### src/rtl/weigh_filter_pkg.sv
// Shared constants and types for the weigh_filter scale path.
// The ADC rail codes are used only when WEIGH_RAIL_REJECT_EN is defined.
package weigh_pkg;

  localparam int AVG_LOG2_DEF = 3;
  localparam int FRAC_BITS    = 12;
  localparam int MUL_CYCLES   = 16;

  localparam logic [23:0] RAIL_POS = 24'h7FFFFF;
  localparam logic [23:0] RAIL_NEG = 24'h800000;

  typedef enum logic [2:0] {
    IDLE,
    ACC,
    AVG,
    MUL,
    OUT
  } state_t;

endpackage

### src/rtl/weigh_filter_seq_mult_u16.sv
// 16-cycle unsigned shift-add multiplier: a (A_W bits) x b (16 bits).
// 'start' loads the operands. 'done' pulses once the product is final.
module seq_mult_u16
  import weigh_pkg::*;
#(
  parameter int A_W = 25
) (
  input  logic             clk,
  input  logic             rst,
  input  logic             start,
  input  logic [A_W-1:0]   a,
  input  logic [15:0]      b,
  output logic [A_W+15:0]  product,
  output logic             done
);

  localparam logic [4:0] LAST = 5'(MUL_CYCLES - 1);

  logic [A_W+15:0] mcand;
  logic [15:0]     mplier;
  logic [4:0]      cnt;
  logic            running;

  // One multiplier bit per cycle, LSB first; the multiplicand shifts left to follow it
  always_ff @(posedge clk) begin
    if (rst) begin
      mcand   <= '0;
      mplier  <= '0;
      cnt     <= '0;
      running <= 1'b0;
      product <= '0;
      done    <= 1'b0;
    end else begin
      done <= 1'b0;
      if (start) begin
        mcand   <= (A_W+16)'(a);
        mplier  <= b;
        product <= '0;
        cnt     <= '0;
        running <= 1'b1;
      end else if (running) begin
        if (mplier[0]) begin
          product <= product + mcand;
        end
        mcand  <= mcand << 1;
        mplier <= mplier >> 1;
        cnt    <= cnt + 5'd1;
        if (cnt == LAST) begin
          running <= 1'b0;
          done    <= 1'b1;
        end
      end
    end
  end

endmodule

### src/rtl/weigh_filter.sv
// weigh_filter: moving average, tare, offset subtraction and Q4.12 gain for the scale.
// Optional build macro WEIGH_RAIL_REJECT_EN discards ADC saturation codes in IDLE.
module weigh_filter
  import weigh_pkg::*;
#(
  parameter int AVG_LOG2   = AVG_LOG2_DEF,
  parameter int STABLE_TOL = 200,
  parameter int STABLE_CNT = 4,
  parameter int OUT_W      = 20
) (
  input  logic              clk_50,
  input  logic              rst,
  input  logic [23:0]       raw_value,
  input  logic              raw_valid,
  input  logic              tare_req,
  input  logic [15:0]       scale_k,
  output logic [OUT_W-1:0]  weight,
  output logic              weight_valid,
  output logic              stable,
  output logic              tare_done,
  output logic              busy
);

  localparam int DEPTH  = 1 << AVG_LOG2;
  localparam int SUM_W  = 24 + AVG_LOG2;
  localparam int CNT_W  = $clog2(STABLE_CNT + 1);
  localparam int PROD_W = 41;
  localparam logic [AVG_LOG2:0]  FULL    = (AVG_LOG2+1)'(DEPTH);
  localparam logic [CNT_W-1:0]   CNT_MAX = CNT_W'(STABLE_CNT);
  localparam logic [PROD_W-1:0]  W_MAX   = {{(PROD_W-OUT_W){1'b0}}, {OUT_W{1'b1}}};

  state_t state, next_state;

  logic signed [23:0]      buffer [DEPTH];
  logic signed [23:0]      sample, pend_value, cand, avg, offset, prev_avg, eff_offset;
  logic signed [SUM_W-1:0] sum;
  logic signed [24:0]      net, diff;
  logic [24:0]             net_abs, diff_abs;
  logic [AVG_LOG2-1:0]     wr_ptr;
  logic [AVG_LOG2:0]       fill_cnt;
  logic [CNT_W-1:0]        stab_cnt;
  logic [PROD_W-1:0]       product, scaled;
  logic                    pend_valid, tare_pend, have_prev, net_neg;
  logic                    take, rail, full, in_tol, mul_start, mul_done;

  assign take = raw_valid | pend_valid;
  assign cand = raw_valid ? raw_value : pend_value;
`ifdef WEIGH_RAIL_REJECT_EN
  assign rail = (cand == RAIL_POS) || (cand == RAIL_NEG);
`else
  assign rail = 1'b0;
`endif

  assign full       = (fill_cnt == FULL);
  assign avg        = 24'(sum >>> AVG_LOG2);
  assign eff_offset = tare_pend ? avg : offset;
  assign net        = 25'(avg) - 25'(eff_offset);
  assign net_abs    = net[24] ? 25'(-net) : 25'(net);
  assign diff       = 25'(avg) - 25'(prev_avg);
  assign diff_abs   = diff[24] ? 25'(-diff) : 25'(diff);
  assign in_tol     = diff_abs <= 25'(STABLE_TOL);
  assign scaled     = product >> FRAC_BITS;

  assign stable = (stab_cnt == CNT_MAX);
  assign busy   = (state != IDLE);

  seq_mult_u16 #(.A_W(25)) u_mult (
    .clk     (clk_50),
    .rst     (rst),
    .start   (mul_start),
    .a       (net_abs),
    .b       (scale_k),
    .product (product),
    .done    (mul_done)
  );

  // State register
  always_ff @(posedge clk_50) begin
    if (rst) state <= IDLE;
    else     state <= next_state;
  end

  // Next-state logic; the multiplier is kicked off on the AVG -> MUL transition
  always_comb begin
    next_state = state;
    mul_start  = 1'b0;
    case (state)
      IDLE: if (take && !rail) next_state = ACC;
      ACC:  next_state = AVG;
      AVG: begin
        if (full) begin
          next_state = MUL;
          mul_start  = 1'b1;
        end else begin
          next_state = IDLE;
        end
      end
      MUL:  if (mul_done) next_state = OUT;
      OUT:  next_state = IDLE;
      default: next_state = IDLE;
    endcase
  end

  // Samples arriving while busy park in a one-deep slot (newest wins); tare requests collapse into one flag
  always_ff @(posedge clk_50) begin
    if (rst) begin
      pend_value <= '0;
      pend_valid <= 1'b0;
      tare_pend  <= 1'b0;
    end else begin
      if (state != IDLE) begin
        if (raw_valid) begin
          pend_value <= raw_value;
          pend_valid <= 1'b1;
        end
      end else if (take) begin
        pend_valid <= 1'b0;
      end
      if (tare_req)                      tare_pend <= 1'b1;
      else if ((state == AVG) && full)   tare_pend <= 1'b0;
    end
  end

  // Averaging window, tare offset, stability tracking and output publication
  always_ff @(posedge clk_50) begin
    if (rst) begin
      for (int i = 0; i < DEPTH; i++) buffer[i] <= '0;
      sample       <= '0;
      sum          <= '0;
      wr_ptr       <= '0;
      fill_cnt     <= '0;
      offset       <= '0;
      prev_avg     <= '0;
      have_prev    <= 1'b0;
      stab_cnt     <= '0;
      net_neg      <= 1'b0;
      weight       <= '0;
      weight_valid <= 1'b0;
      tare_done    <= 1'b0;
    end else begin
      weight_valid <= 1'b0;
      tare_done    <= 1'b0;
      case (state)
        IDLE: begin
          if (take) begin
            if (rail) stab_cnt <= '0;
            else      sample   <= cand;
          end
        end
        ACC: begin
          buffer[wr_ptr] <= sample;
          sum            <= sum + SUM_W'(sample) - SUM_W'(buffer[wr_ptr]);
          wr_ptr         <= wr_ptr + 1'b1;
          if (!full) fill_cnt <= fill_cnt + 1'b1;
        end
        AVG: begin
          if (full) begin
            if (tare_pend) begin
              offset    <= avg;
              tare_done <= 1'b1;
            end
            net_neg  <= net[24];
            prev_avg <= avg;
            if (!have_prev) begin
              have_prev <= 1'b1;
            end else if (in_tol) begin
              if (stab_cnt != CNT_MAX) stab_cnt <= stab_cnt + 1'b1;
            end else begin
              stab_cnt <= '0;
            end
          end
        end
        OUT: begin
          weight_valid <= 1'b1;
          if (net_neg)             weight <= '0;
          else if (scaled > W_MAX) weight <= '1;
          else                     weight <= scaled[OUT_W-1:0];
        end
        default: ;
      endcase
    end
  end

endmodule
### config.mk
export PLATFORM = sky130hd
export DESIGN_NAME = weigh_filter
export DESIGN_NICKNAME = d
export VERILOG_FILES = /design/src/rtl/weigh_filter_pkg.sv /design/src/rtl/weigh_filter_seq_mult_u16.sv /design/src/rtl/weigh_filter.sv
export SDC_FILE = /design/constraint.sdc
export NUM_CORES = 1
export LEC_CHECK = 0
export ABC_AREA = 0
export BUFFER_PORTS_ARGS = -buffer_cell sky130_fd_sc_hd__buf_2
export CORE_ASPECT_RATIO = 1.4
export CORE_MARGIN = 1.5
export CORE_UTILIZATION = 27
export DETAILED_ROUTE_END_ITERATION = 12
export PLACE_DENSITY = 0.5
export SLEW_MARGIN = 5
export SYNTH_ARGS = -nofsm -noshare
export SYNTH_HDL_FRONTEND = slang
export SYNTH_SLANG_ARGS = --single-unit
### constraint.sdc
create_clock -name clk_50 -period 7.4 [get_ports clk_50]
set_input_delay 0.37 -clock clk_50 [delete_from_list [all_inputs] [get_ports clk_50]]
set_output_delay 0.37 -clock clk_50 [all_outputs]
set_load 0.02 [all_outputs]
==> flow_summary.json, run 1 <==
{
  "holdPathStages": 3,
  "clk_pin_slew_worst_paths_ps": 60,
  "synthAdderAreaFrac_pct": 7.98,
  "clock_skew_ps": 48.0,
  "synth_edf_count": 192,
  "detail_route.wl_per_cell_um": 17.6,
  "netlist_instances": 2853,
  "synth-seq-area-share_pct": 41.8,
  "synth_ff_type": "dfxtp_1",
  "worstPathMaxFanout": 34,
  "fp-row-count": 136,
  "vdd_drop_max_mv": 0.200,
  "regToRegSetupSlack_ps": 1740,
  "avgViaCountPerCell": 4.94,
  "cts_resized": 0,
  "antenna_found_initial": 0,
  "vias": 20800,
  "crit_buf_inv": 1,
  "synth.area.top_cells": "edfxtp_1 22%, dfxtp_1 20%, ha_1 5.8%",
  "drv_slew": 0,
  "hold_path_end": "tare_pend",
  "overflow": 0,
  "clkSinkCount": 462,
  "drt_wl_total_um": 73900,
  "relSlewSlack_pct": 27.1,
  "min_period_ps": 5660,
  "ys.warnings.count": 0,
  "root_buffer": "clkbuf_16",
  "min_path_type": "input port to register",
  "syn-num-nets": 3050,
  "cts_hold_buf": 25,
  "r2r_end": "sum[26]",
  "dieArea_um2": 101000,
  "drc_errors": 0,
  "diodes": 0,
  "die_h_um": 375,
  "slowest_stage": "dfxtp_4",
  "die_x_um": 269,
  "path_cells": "mux4_2 > mux2_2 > fa_1 > inv_1 > ha_1 > nor2b_1 > o21a_1 > o21ai_1 > a311oi_1 > nor2_1 > o221ai_1 > o221a_2 > a221oi_1 > o21ai_0 > o41ai_1 > xnor2_1 > or3_1 > a21oi_1",
  "layout.nets": 3047,
  "yosys.area_share.simple_pct": 17.5,
  "dr.pass1.iters": 5,
  "synth_mux_area_share_pct": 9.22,
  "pin_count": 68,
  "final_cell_mix": "275 x nand2_1, 265 x dfxtp_1, 261 x nor2_1",
  "grt_use_total_pct": 14.6,
  "numPortBuffers": 67,
  "final_common_cell": "nand2_1",
  "power_leakage_nw": 11.1,
  "routabilityCongestion": 0.824,
  "drtIter0Drc": 1173,
  "fin_crit_sh_pct": 76.5,
  "synth_top_family_by_area": "simple AND/OR/NAND/NOR gates",
  "areaGrowthSynthToFinish_pct": 13.4,
  "async_reset_ff_share_pct": 0,
  "worst_pin_slew_ps": 1090,
  "yosysTopAreaCellShare_pct": 21.6,
  "coreArea_um2": 98200,
  "postCtsSetupBuffers": 0,
  "critPathKind": "register to register",
  "cts_tree": "yes",
  "synth.largest_area_cell": "edfxtp_1",
  "synth.distinct_cells": 98,
  "syn_area_um2": 26700,
  "timing.critical_path.max_delay_family": "compound AO/OA/AOI/OAI gates",
  "synth_seq_cells": 462,
  "critPathMaxStageDelay_ps": 800,
  "cp-start-kind": "register",
  "powerDensity_nw_per_um2": 317,
  "crit_required_ps": 7920,
  "cts_buffers": 51,
  "power_mw": 9.62,
  "synth-xor-area-share_pct": 3.66,
  "cp-end-kind": "register",
  "synth-compound-area-share_pct": 14.9,
  "cap_violations": 0,
  "grt_start_max_net_pins": 119,
  "min_from": "tare_req",
  "insertion_delay_ps": 630,
  "cts_htree_levels": 2,
  "fmax_mhz": 177,
  "clk_path_buf_depth": 3,
  "critPathArrivalTime_ps": 6180,
  "grt_pass1_vias": 20700,
  "finalHoldViolations": 0,
  "grt_pass1_wl_um": 117000,
  "tns_ps": 0,
  "syn_avg_cell_area_um2": 9.37,
  "setup_viol": 0,
  "ant_nets": 0,
  "rsz0062_at_grt": "false",
  "drive_gt1_share_pct": 11.1,
  "dp_hpwl_um": 49500,
  "outcome": "completed",
  "reg2reg_depth": 18,
  "start_util_pct": 27.2
}
## final cells by class
class                      count  area (um^2)
tap                         1311         1640
fill                       10200        67900
multi-input combinational   2046        14300
clock buffer                  73         1510
inverter                     166          623
sequential                   462        11200
clock inverter                22          238
timing repair buffer         123          837
## power breakdown
group / internal [mW] / switching, mW / leakage [nW]
logic: 1.67 / 2.43 / 6.01
registers: 2.75 / 0.134 / 4.17
clock network: 1.53 / 1.11 / 0.870
## cells in the mapped netlist (all sizes together) (23+ instances only)
master and instances:
xor2 35, a211oi 101, dfxtp 270, clkinv 23, buf 48, nor2 264
inv 143, nand3 33, mux2i 109, o21ai 67, nor4 58, edfxtp 192
xnor2 75, a21o 50, a21oi 242, mux4 48, nor3 196, fa 29
ha 124, nand2 276, nor2b 26, clkbuf 131, mux2 26
## logic make-up (layout without fill, tap and decap cells)
family                     count (synthesis)  count (layout)
adders and majority gates                153             153
muxes                                    183             183
xor gates and xnor gates                 110             110
buffers and inverters                    345             384
DFF                                      462             462
and+or+nand+nor                          990             990
AOI/OAI and AO/OA                        610             610
## worst reg2reg max path, cell delays in order, from the launching register on
cell	delay [ps]
dfxtp_4	800
mux4_2	600
mux2_2	290
fa_1	490
inv_1	50
ha_1	330
nor2b_1	140
o21a_1	180
o21ai_1	270
a311oi_1	200
nor2_1	180
o221ai_1	160
o221a_2	320
a221oi_1	350
o21ai_0	250
o41ai_1	370
xnor2_1	130
or3_1	310
a21oi_1	140
## registers in the layout, indices dropped and copies added, names as in the netlist, 3 cells and up, named ones only
register        cells
offset             24
state               3
prev_avg           24
sample             24
sum                27
wr_ptr              3
u_mult.mcand       41
weight             20
u_mult.mplier      16
u_mult.cnt          5
fill_cnt            4
pend_value         24
stab_cnt            3
u_mult.product     41
buffer            192
## worst max-delay path by stage
stage	startpoint	endpoint	slack, ps	cells past startpoint
floorplan	register	sum[26]	2190	18
global placement	register	sum[26]	1840	18
detailed placement	register	sum[26]	1790	18
CTS	register	sum[26]	1740	18
global route	register	sum[26]	1360	18
finish	register	sum[26]	1740	18
## metal layers
layer | vias to the layer above | part of all wire (%) | track usage, %
met5 | - | 0 | 0
met4 | 0 | 4.0 | 6.09
met3 | 112 | 2.6 | 1.70
met2 | 305 | 52 | 26.9
met1 | 10100 | 42 | 16.9
li1 | 10300 | - | -
## stage by stage
| stage | util, % | cells | hold WS (ps) | area [um^2] | setup WS (ps) |
|---|---|---|---|---|---|
| floorplan | - | 2853 | 432 | 26700 | 2190 |
| global placement | 28.8 | 4083 | 441 | 28300 | 1840 |
| detailed placement | 28.8 | 4083 | 446 | 28300 | 1790 |
| CTS | 30.9 | 4203 | 6.81 | 30300 | 1740 |
| global route | 30.9 | 4203 | 28.7 | 30300 | 1360 |
| finish | 30.9 | 4203 | 41.1 | 30300 | 1740 |
Note: power is estimated with default switching activity, not from simulation.
==> run 2, diff against run 1 <==
--- a/config.mk
+++ b/config.mk
@@ -11,7 +11,7 @@
 export CORE_MARGIN = 1.5
 export CORE_UTILIZATION = 27
 export DETAILED_ROUTE_END_ITERATION = 12
-export PLACE_DENSITY = 0.5
+export PLACE_DENSITY = 0.51
 export SLEW_MARGIN = 5
 export SYNTH_ARGS = -nofsm -noshare
 export SYNTH_HDL_FRONTEND = slang
==> constraint.sdc (replaced) <==
create_clock -name clk_50 -period 5.2 [get_ports clk_50]
set_input_delay 0.26 -clock clk_50 [delete_from_list [all_inputs] [get_ports clk_50]]
set_output_delay 0.26 -clock clk_50 [all_outputs]
set_load 0.02 [all_outputs]
==> run 2 against run 1 <==
Net effect: register-to-register slack got worse by 1500 ps; critical endpoint unchanged; global-route usage increased by 0.22 points; die area unchanged; critical path type unchanged; combinational power increased by 47%.
==> flow_summary.json, run 2 (synthesis gave the netlist of run 1 again) <==
{
  "outcome": "completed",
  "grt_start_max_net_pins": 93,
  "critPathKind": "register to register",
  "worst_pin_slew_ps": 1130,
  "min_path_type": "input port to register",
  "cap_violations": 0,
  "die_h_um": 375,
  "grt_use_total_pct": 14.9,
  "final_common_cell": "nand2_1",
  "tns_ps": 0,
  "drc_errors": 0,
  "cp-end-kind": "register",
  "fin_crit_sh_pct": 95.4,
  "detail_route.wl_per_cell_um": 17.9,
  "dr.pass1.iters": 4,
  "drtIter0Drc": 1128,
  "worstPathMaxFanout": 8,
  "insertion_delay_ps": 610,
  "cts_buffers": 50,
  "powerDensity_nw_per_um2": 452,
  "top_regs": "buffer x192, u_mult.mcand x41, u_mult.product x41",
  "cp-start-kind": "register",
  "clkSinkCount": 462,
  "root_buffer": "clkbuf_16",
  "fmax_mhz": 202,
  "crit_required_ps": 5730,
  "grt_pass1_vias": 20900,
  "routabilityCongestion": 0.836,
  "clk_path_buf_depth": 3,
  "coreArea_um2": 98200,
  "fp-row-count": 136,
  "antenna_found_initial": 0,
  "regToRegSetupSlack_ps": 240,
  "final_cell_mix": "275 x nand2_1, 265 x dfxtp_1, 261 x nor2_1",
  "overflow": 0,
  "relSlewSlack_pct": 24.6,
  "areaGrowthSynthToFinish_pct": 14.6,
  "avgViaCountPerCell": 4.92,
  "cp-endpoint": "sum[26]",
  "postCtsSetupBuffers": 0,
  "cts_htree_levels": 2,
  "cts_tree": "yes",
  "layout.nets": 3088,
  "grt_pass1_wl_um": 118000,
  "min_period_ps": 4960,
  "largest_reg_flops": 192,
  "setup_viol": 0,
  "drv_slew": 0,
  "ant_nets": 0,
  "die_x_um": 269,
  "top_register": "buffer",
  "vdd_drop_max_mv": 0.290,
  "clk_pin_slew_worst_paths_ps": 60,
  "whs_ps": 62.0,
  "drt_wl_total_um": 75800,
  "drive_gt1_share_pct": 11.8,
  "dp_hpwl_um": 51200,
  "vias": 20900,
  "pin_count": 68,
  "start_util_pct": 27.2,
  "clock_skew_ps": 23.0,
  "diodes": 0,
  "dieArea_um2": 101000,
  "finalHoldViolations": 0,
  "power_leakage_nw": 11.2,
  "r2r_end": "sum[26]",
  "numPortBuffers": 67,
  "critPathArrivalTime_ps": 5490,
  "rsz0062_at_grt": "false",
  "fillers": 10200,
  "reg2reg_depth": 18
}
## run 2: per-stage QoR
| stage | power, mW | instances | setup WS (ps) | util, % | area (um^2) |
|---|---|---|---|---|---|
| 4_1_cts | 13.9 | 4243 | 61.8 | 31.2 | 30600 |
| 2_1_floorplan | 8.67 | 2853 | 182 | - | 26700 |
| 5_1_grt | 14.7 | 4243 | 35.5 | 31.2 | 30600 |
| 6_report | 13.8 | 4243 | 238 | 31.2 | 30600 |
| 3_5_place_dp | 10.1 | 4109 | 86.2 | 29.0 | 28500 |
| 3_3_place_gp | 10.1 | 4109 | 156 | 29.0 | 28500 |
## run 2: worst min-delay path by stage
stage                          from         end  slack, ps  cells past startpoint
after floorplan            tare_req   tare_pend        380                      2
after global placement    offset[0]   offset[0]        440                      2
after detailed placement     sum[2]      sum[2]        440                      2
after CTS                       rst  weight[10]         30                      2
after global routing            rst  weight[10]         60                      2
final                           rst   weight[8]         60                      2
## run 2: power by group
group | internal (mW) | switching, mW
combinational | 2.48 | 3.54
clock | 2.16 | 1.58
sequential | 3.91 | 0.167
## run 2: metal layers
metal,vias to the layer above,wire length [um],share of wire [%],global-route usage [%]
met3,103,2070,2.7,1.68
met1,10100,31100,41,17.0
met2,279,40600,54,28.3
met5,-,0,0,0
li1,10400,-,-,-
met4,0,2040,2.7,4.53
## run 2: cell type report
type                    instances  area, um^2  share of cell area (%)
clock inverters                15         179                   0.584
inverters                     166         623                    2.03
clock buffers                  78        1520                    4.96
well taps                    1311        1640                    5.35
multi-input cells            2046       14300                    46.7
flip-flops and latches        462       11200                    36.5
repair buffers                165        1190                    3.88
## run 2: timing repair
item / CTS / global route
resized for setup: 0 / 8
hold buffers: 41 / 0
endpoints found under the hold margin: 41 / 0
setup endpoints to repair: 0 / 3
## run 2: critical path, cell delays in order, from the launching register on
cell	delay, ps
dfxtp_4	440
mux4_2	520
mux2_2	300
fa_1	500
inv_1	50
ha_1	320
nor2b_1	140
o21a_1	190
o21ai_2	200
a311oi_2	150
nor2_1	160
o221ai_1	190
o221a_2	340
a221oi_2	280
o21ai_0	180
o41ai_1	330
xnor2_1	130
or3_1	310
a21oi_1	140
